### src/rtl/mem_bus_arbiter.sv
// Two-port strobe-bus arbiter in front of one single-port memory.
// Requests park in per-port slots; a round-robin FSM issues them one at a time.

module mem_bus_arbiter_slot (
  input  logic        clk,
  input  logic        rst,
  input  logic [31:0] addr,
  input  logic [31:0] wdata,
  input  logic [3:0]  wmask,
  input  logic        rstrb,
  input  logic        clr,
  input  logic        cap,
  input  logic [31:0] mem_rdata,
  output logic        pend,
  output logic        is_wr,
  output logic [31:0] s_addr,
  output logic [31:0] s_wdata,
  output logic [3:0]  s_wmask,
  output logic [31:0] rdata,
  output logic        rbusy,
  output logic        wbusy
);
  logic acc;

  // Strobes arriving while the slot is occupied are dropped.
  assign acc = (rstrb | (|wmask)) & ~pend;

  always_ff @(posedge clk or posedge rst) begin
    if (rst) begin
      pend    <= 1'b0;
      is_wr   <= 1'b0;
      s_addr  <= '0;
      s_wdata <= '0;
      s_wmask <= '0;
    end else if (clr) begin
      pend <= 1'b0;
    end else if (acc) begin
      pend    <= 1'b1;
      is_wr   <= |wmask;
      s_addr  <= addr;
      s_wdata <= wdata;
      s_wmask <= wmask;
    end
  end

  always_ff @(posedge clk or posedge rst) begin
    if (rst)      rdata <= '0;
    else if (cap) rdata <= mem_rdata;
  end

  assign rbusy = pend & ~is_wr;
  assign wbusy = pend & is_wr;
endmodule

module mem_bus_arbiter #(
  parameter int RD_LATENCY = 1,
  parameter int CNT_W      = 4
) (
  input  logic        clk,
  input  logic        rst,
  input  logic [31:0] m0_addr,
  input  logic [31:0] m0_wdata,
  input  logic [3:0]  m0_wmask,
  input  logic        m0_rstrb,
  output logic [31:0] m0_rdata,
  output logic        m0_rbusy,
  output logic        m0_wbusy,
  input  logic [31:0] m1_addr,
  input  logic [31:0] m1_wdata,
  input  logic [3:0]  m1_wmask,
  input  logic        m1_rstrb,
  output logic [31:0] m1_rdata,
  output logic        m1_rbusy,
  output logic        m1_wbusy,
  output logic [31:0] mem_addr,
  output logic [31:0] mem_wdata,
  output logic [3:0]  mem_wmask,
  output logic        mem_rstrb,
  input  logic [31:0] mem_rdata
);
  localparam int NP = 2;

  typedef enum logic [1:0] {IDLE, ISSUE, WAIT} state_t;
  state_t state, state_nx;

  logic [NP-1:0][31:0] p_addr, p_wdata, s_addr, s_wdata, p_rdata;
  logic [NP-1:0][3:0]  p_wmask, s_wmask;
  logic [NP-1:0]       p_rstrb, pend, is_wr, clr, cap, rbusy, wbusy;
  logic                gnt, gnt_sel, last_grant, done;
  logic [CNT_W-1:0]    cnt;

  assign p_addr  = {m1_addr,  m0_addr};
  assign p_wdata = {m1_wdata, m0_wdata};
  assign p_wmask = {m1_wmask, m0_wmask};
  assign p_rstrb = {m1_rstrb, m0_rstrb};

  for (genvar i = 0; i < NP; i++) begin : g_slot
    mem_bus_arbiter_slot u_slot (
      .clk(clk), .rst(rst),
      .addr(p_addr[i]), .wdata(p_wdata[i]), .wmask(p_wmask[i]), .rstrb(p_rstrb[i]),
      .clr(clr[i]), .cap(cap[i]), .mem_rdata(mem_rdata),
      .pend(pend[i]), .is_wr(is_wr[i]),
      .s_addr(s_addr[i]), .s_wdata(s_wdata[i]), .s_wmask(s_wmask[i]),
      .rdata(p_rdata[i]), .rbusy(rbusy[i]), .wbusy(wbusy[i])
    );
  end

  assign m0_rdata = p_rdata[0];
  assign m1_rdata = p_rdata[1];
  assign m0_rbusy = rbusy[0];
  assign m1_rbusy = rbusy[1];
  assign m0_wbusy = wbusy[0];
  assign m1_wbusy = wbusy[1];

  // Alternate only on contention; a lone requester always wins.
  assign gnt_sel = (&pend) ? ~last_grant : pend[1];
  assign done    = (state == WAIT) && (cnt == CNT_W'(1));

  always_ff @(posedge clk or posedge rst) begin
    if (rst) state <= IDLE;
    else     state <= state_nx;
  end

  always_comb begin
    state_nx = state;
    case (state)
      IDLE:    if (|pend) state_nx = ISSUE;
      ISSUE:   state_nx = is_wr[gnt] ? IDLE : WAIT;
      WAIT:    if (done) state_nx = IDLE;
      default: state_nx = IDLE;
    endcase
  end

  always_comb begin
    clr = '0;
    cap = '0;
    if ((state == ISSUE && is_wr[gnt]) || done) clr[gnt] = 1'b1;
    if (done) cap[gnt] = 1'b1;
  end

  always_ff @(posedge clk or posedge rst) begin
    if (rst) begin
      gnt        <= 1'b0;
      last_grant <= 1'b1;
      cnt        <= '0;
      mem_addr   <= '0;
      mem_wdata  <= '0;
      mem_wmask  <= '0;
      mem_rstrb  <= 1'b0;
    end else begin
      case (state)
        IDLE: if (|pend) begin
          gnt        <= gnt_sel;
          last_grant <= gnt_sel;
          mem_addr   <= s_addr[gnt_sel];
          mem_wdata  <= s_wdata[gnt_sel];
          mem_wmask  <= s_wmask[gnt_sel];
          mem_rstrb  <= ~is_wr[gnt_sel];
        end
        ISSUE: begin
          mem_wmask <= '0;
          mem_rstrb <= 1'b0;
          cnt       <= CNT_W'(RD_LATENCY);
        end
        WAIT:    cnt <= cnt - 1'b1;
        default: ;
      endcase
    end
  end
endmodule

### config.mk
export PLATFORM = sky130hd
export DESIGN_NAME = mem_bus_arbiter
export DESIGN_NICKNAME = d
export VERILOG_FILES = /design/src/rtl/mem_bus_arbiter.sv
export SDC_FILE = /design/constraint.sdc
export NUM_CORES = 1
export LEC_CHECK = 0
export ABC_CLOCK_PERIOD_IN_PS = 23500
export CORE_MARGIN = 4
export CORE_UTILIZATION = 27
export DETAILED_ROUTE_END_ITERATION = 16
export SYNTH_ARGS = -nofsm -noshare
export SYNTH_HDL_FRONTEND = slang
export SYNTH_SLANG_ARGS = --single-unit
### constraint.sdc
create_clock -name clk -period 23.5 [get_ports clk]
set_input_delay 3.525 -clock clk [delete_from_list [all_inputs] [get_ports clk]]
set_output_delay 3.525 -clock clk [all_outputs]
set_load 0.02 [all_outputs]
==> out/metrics.csv <==
stage,metric,value,unit
outcome,result of the run,completed,
worst_setup_path,kind of capture point of the worst setup path,asynchronous set/reset pin,
layout,layout filler cell count,3908,
worst_setup_path,Crit Path Category,in -> async,
yosys,Area contributors post-synth,"dfrtp_1, mux2_2, mux2i_1, o21ai_0, nand2_1",
clocking,postcts setup bufs,0,
job,maximum capacitance violations,0,
timing,unrepaired setup endpoints after global routing,false,
yosys,gate count of the mapped netlist,789,
worst_setup_path,CP Buf/Inv Count,4,
timing,setup violators final,0,
grt,global-route wire length before repair,46060,µm
yosys,prevailing post-synth register cell,dfrtp_1,
routing,1st-pass router iterations,4,
worst_setup_path,biggest cell delay along the critical path,0.87,ns
timing,worst slack on hold paths,0.4731,ns
clocking,buffer cell driving the clock tree root,clkbuf_16,
grt,via count of the first global-routing pass,7729,
die,Die H,212.1,µm
yosys,yosys synthesis warning count,0,
layout,post-route design area,0.01597,mm²
yosys,Synth top area share,62.31,%
grt,total congestion overflow after global routing,0,
clocking,clock latency reported for the late side of the worst-skew pair,0.52,ns
routing,total vias in the final route,7265,
clocking,clock-pin slew reported for the worst setup and hold paths after clock tree synthesis,0.05,ns
clocking,Sink Count,281,
yosys,share of flip-flops with an asynchronous set or reset,100.0,%
worst_setup_path,"Data required, critical path",24.00,ns
worst_setup_path,cell at the slowest stage of the critical path,buf_4,
power,VDD IR-drop max,84.27,µV
grt,number of antenna violations at the first check in global routing,0,
placement,I/O Buffers,308,
clocking,Max Root-Sink Buffers,3,
yosys,most common cell in the netlist,dfrtp_1,
routing,Routed WL per cell,18.02,µm
timing,worst clock skew on the final layout,0.01643,ns
layout,number of inserted diodes,0,
power,Cell Pwr Density,145.5,mW/mm²
routing,per-cell via count in the routed design,4.392,
yosys,part of the Yosys area used for sequential elements,62.55,%
routing,number of remaining DRC errors,0,
yosys,per-instance average area after synthesis,14.25,µm²
placement,"worst slack, placed",16.75,ns
clocking,Num CTS Buffers,34,
die,Core Box Area,0.04102,mm²
grt,gr usage total,13.11,%
die,starting density of the core,27.41,%
yosys,cell type contributing the most total cell area after synthesis,dfrtp_1,
timing,Worst Tran Pin Value,1.055,ns
timing,hold violation count in the final report,0,
placement,total placed instance area,0.01488,mm²
die,die footprint,0.04498,mm²
clocking,number of gates given a new drive strength after cts,0,
yosys,most common library cells after synthesis,"dfrtp_1, mux2_2, mux2i_1",
routing,DRC marker count from the first detailed-route iteration,290,
worst_setup_path,critical path launch point type,input port,
worst_setup_path,critical-path cell list,clkdlybuf4s50_1 > inv_8 > buf_4 > buf_4,
clocking,number of buffers inserted for hold repair after clock tree synthesis,0,
die,Placement Rows,74,
power,Leak Pwr,0.006725,µW
placement,HPWL Detailed,20270,µm
routing,overall routed net length,29810,µm
worst_setup_path,most prevalent standard cell on the critical path,buf_4,
yosys,Synth cell types,33,
timing,headroom to the max-slew limit,29.67,%
grt,maximum number of pins on one net before global-route repair,137,
layout,layout overhead on the synthesized area,42.05,%
yosys,Mapped Nets,966,
timing,number of max-slew violations in the final report,0,
layout,"Net count, final",1275,
timing,setup slack of the critical path after layout,17.41,ns
die,io pins,309,
worst_setup_path,highest fanout seen on the critical path,136,
placement,Final Wtd Congestion,0.7228,
layout,final core utilization,38.94,%
clocking,CTS tree,done,
worst_hold_path,kind of path behind the tightest hold check,reg -> reg,
timing,clock period minus worst slack,6.090,ns
timing,max frequency,164.2,MHz
timing,setup TNS,0,ns
yosys,cell area after synthesis,0.01124,mm²
yosys,number of storage elements in the synthesis netlist,281,
clocking,deepest level of the CTS H-tree,2,
worst_setup_path,Top delay family on crit path,buffers and inverters,
routing,post-route antenna net violation count,0,
yosys,number of flops mapped to enable cells by yosys,0,
layout,fraction of layout cells with a size suffix above 1,23.44,%
worst_setup_path,Worst EP arrival,6.59,ns
die,horizontal die dimension,212.1,µm
timing,Final period util,25.91,%
==> cell usage in the layout (no fill, tap or decap), types with 2 or more instances in the layout <==
| master | instances |
|---|---|
| clkdlybuf4s50_1 | 308 |
| dfrtp_1 | 280 |
| mux2_2 | 193 |
| mux2i_1 | 71 |
| nand2_1 | 69 |
| o21ai_0 | 68 |
| clkbuf_16 | 35 |
| clkbuf_1 | 11 |
| mux2_1 | 10 |
| buf_4 | 9 |
| inv_1 | 7 |
| clkinv_2 | 6 |
| o2bb2ai_1 | 5 |
| ha_1 | 5 |
| a21oi_1 | 4 |
| nor2_1 | 4 |
| bufinv_16 | 3 |
| clkbuf_8 | 3 |
| or4_4 | 2 |
| nor2b_1 | 2 |
| and2_1 | 2 |
| nand3b_1 | 2 |
| nor3_1 | 2 |
| a22o_1 | 2 |
==> logic make-up after synthesis <==
kind of cell               count (synthesis)  synth area share, %
AOI/OAI and AO/OA                         85                4.295
adders and majority gates                  5               0.5564
buffers and inverters                     52                2.325
DFF                                      281                62.55
muxes                                    274                26.65
and+or+nand+nor                           92                3.628
==> area by class of cell <==
class | count | area, µm² | area share [%]
Timing Repair Buffer | 317 | 3151 | 19.72
Multi-Input combinational cell | 456 | 3991 | 24.99
Clock buffer | 49 | 958.4 | 6.000
Sequential cell | 281 | 7033 | 44.03
Inverter | 8 | 37.54 | 0.2350
Tap cell | 532 | 665.6 | 4.167
Clock inverter | 11 | 136.4 | 0.8538
==> sequential cells by signal (all words and copies together) (netlist names) <==
signal                 cells
cnt                        4
g_slot.u_slot.is_wr        2
g_slot.u_slot.pend         2
g_slot.u_slot.rdata       64
g_slot.u_slot.s_addr      64
g_slot.u_slot.s_wdata     64
g_slot.u_slot.s_wmask      8
gnt                        1
last_grant                 1
mem_addr                  32
mem_rstrb                  1
mem_wdata                 32
mem_wmask                  4
state                      2
==> per-layer routing <==
metal | vias to the layer above | share of wire [%] | global-route usage [%]
li1 | 3405 | - | -
met1 | 3632 | 43 | 16.89
met2 | 183 | 49 | 21.69
met3 | 45 | 5.4 | 2.995
met4 | 0 | 2.5 | 4.784
met5 | - | 0 | 0
==> power by group <==
| part | switching, µW | total [µW] | internal [µW] |
|---|---|---|---|
| Clock | 200 | 516 | 317 |
| Sequential | 127 | 850 | 724 |
| Combinational | 467 | 957 | 490 |
| Total | 793 | 2320 | 1530 |
==> worst reg2reg max path: stages (launching register included) <==
cell and delay (ns):
dfrtp_1 0.38, inv_1 0.09, ha_1 0.17, nor3b_1 0.31, nand3_2 0.17, o2111ai_4 0.34
buf_4 0.75, mux2_2 0.49
==> worst paths after layout <==
path,cells past startpoint,end,from,slack [ns]
max,4,g_slot[1].u_slot.s_wdata[22]$_DFFE_PP0P_,rst,17.41
min,2,mem_wdata[23]$_DFFE_PP0P_,mem_wdata[23]$_DFFE_PP0P_,0.47
max reg2reg,7,g_slot[1].u_slot.s_addr[19]$_DFFE_PP0P_,cnt[1]$_DFFE_PP0P_,20.67
min reg2reg,2,mem_wdata[23]$_DFFE_PP0P_,mem_wdata[23]$_DFFE_PP0P_,0.47
max in group clk,5,g_slot[1].u_slot.s_addr[19]$_DFFE_PP0P_,m1_wmask[0],17.49
min in group asynchronous,2,g_slot[0].u_slot.s_addr[16]$_DFFE_PP0P_,rst,3.55
==> per-stage QoR <==
stage                     instances  power, µW
after global placement         1594       1812
after detailed placement       1594       1836
final                          1654       2324
after CTS                      1654       2370
after floorplan                 789       1439
after global routing           1654       2477
No activity file was read; power rests on OpenSTA's default activity.
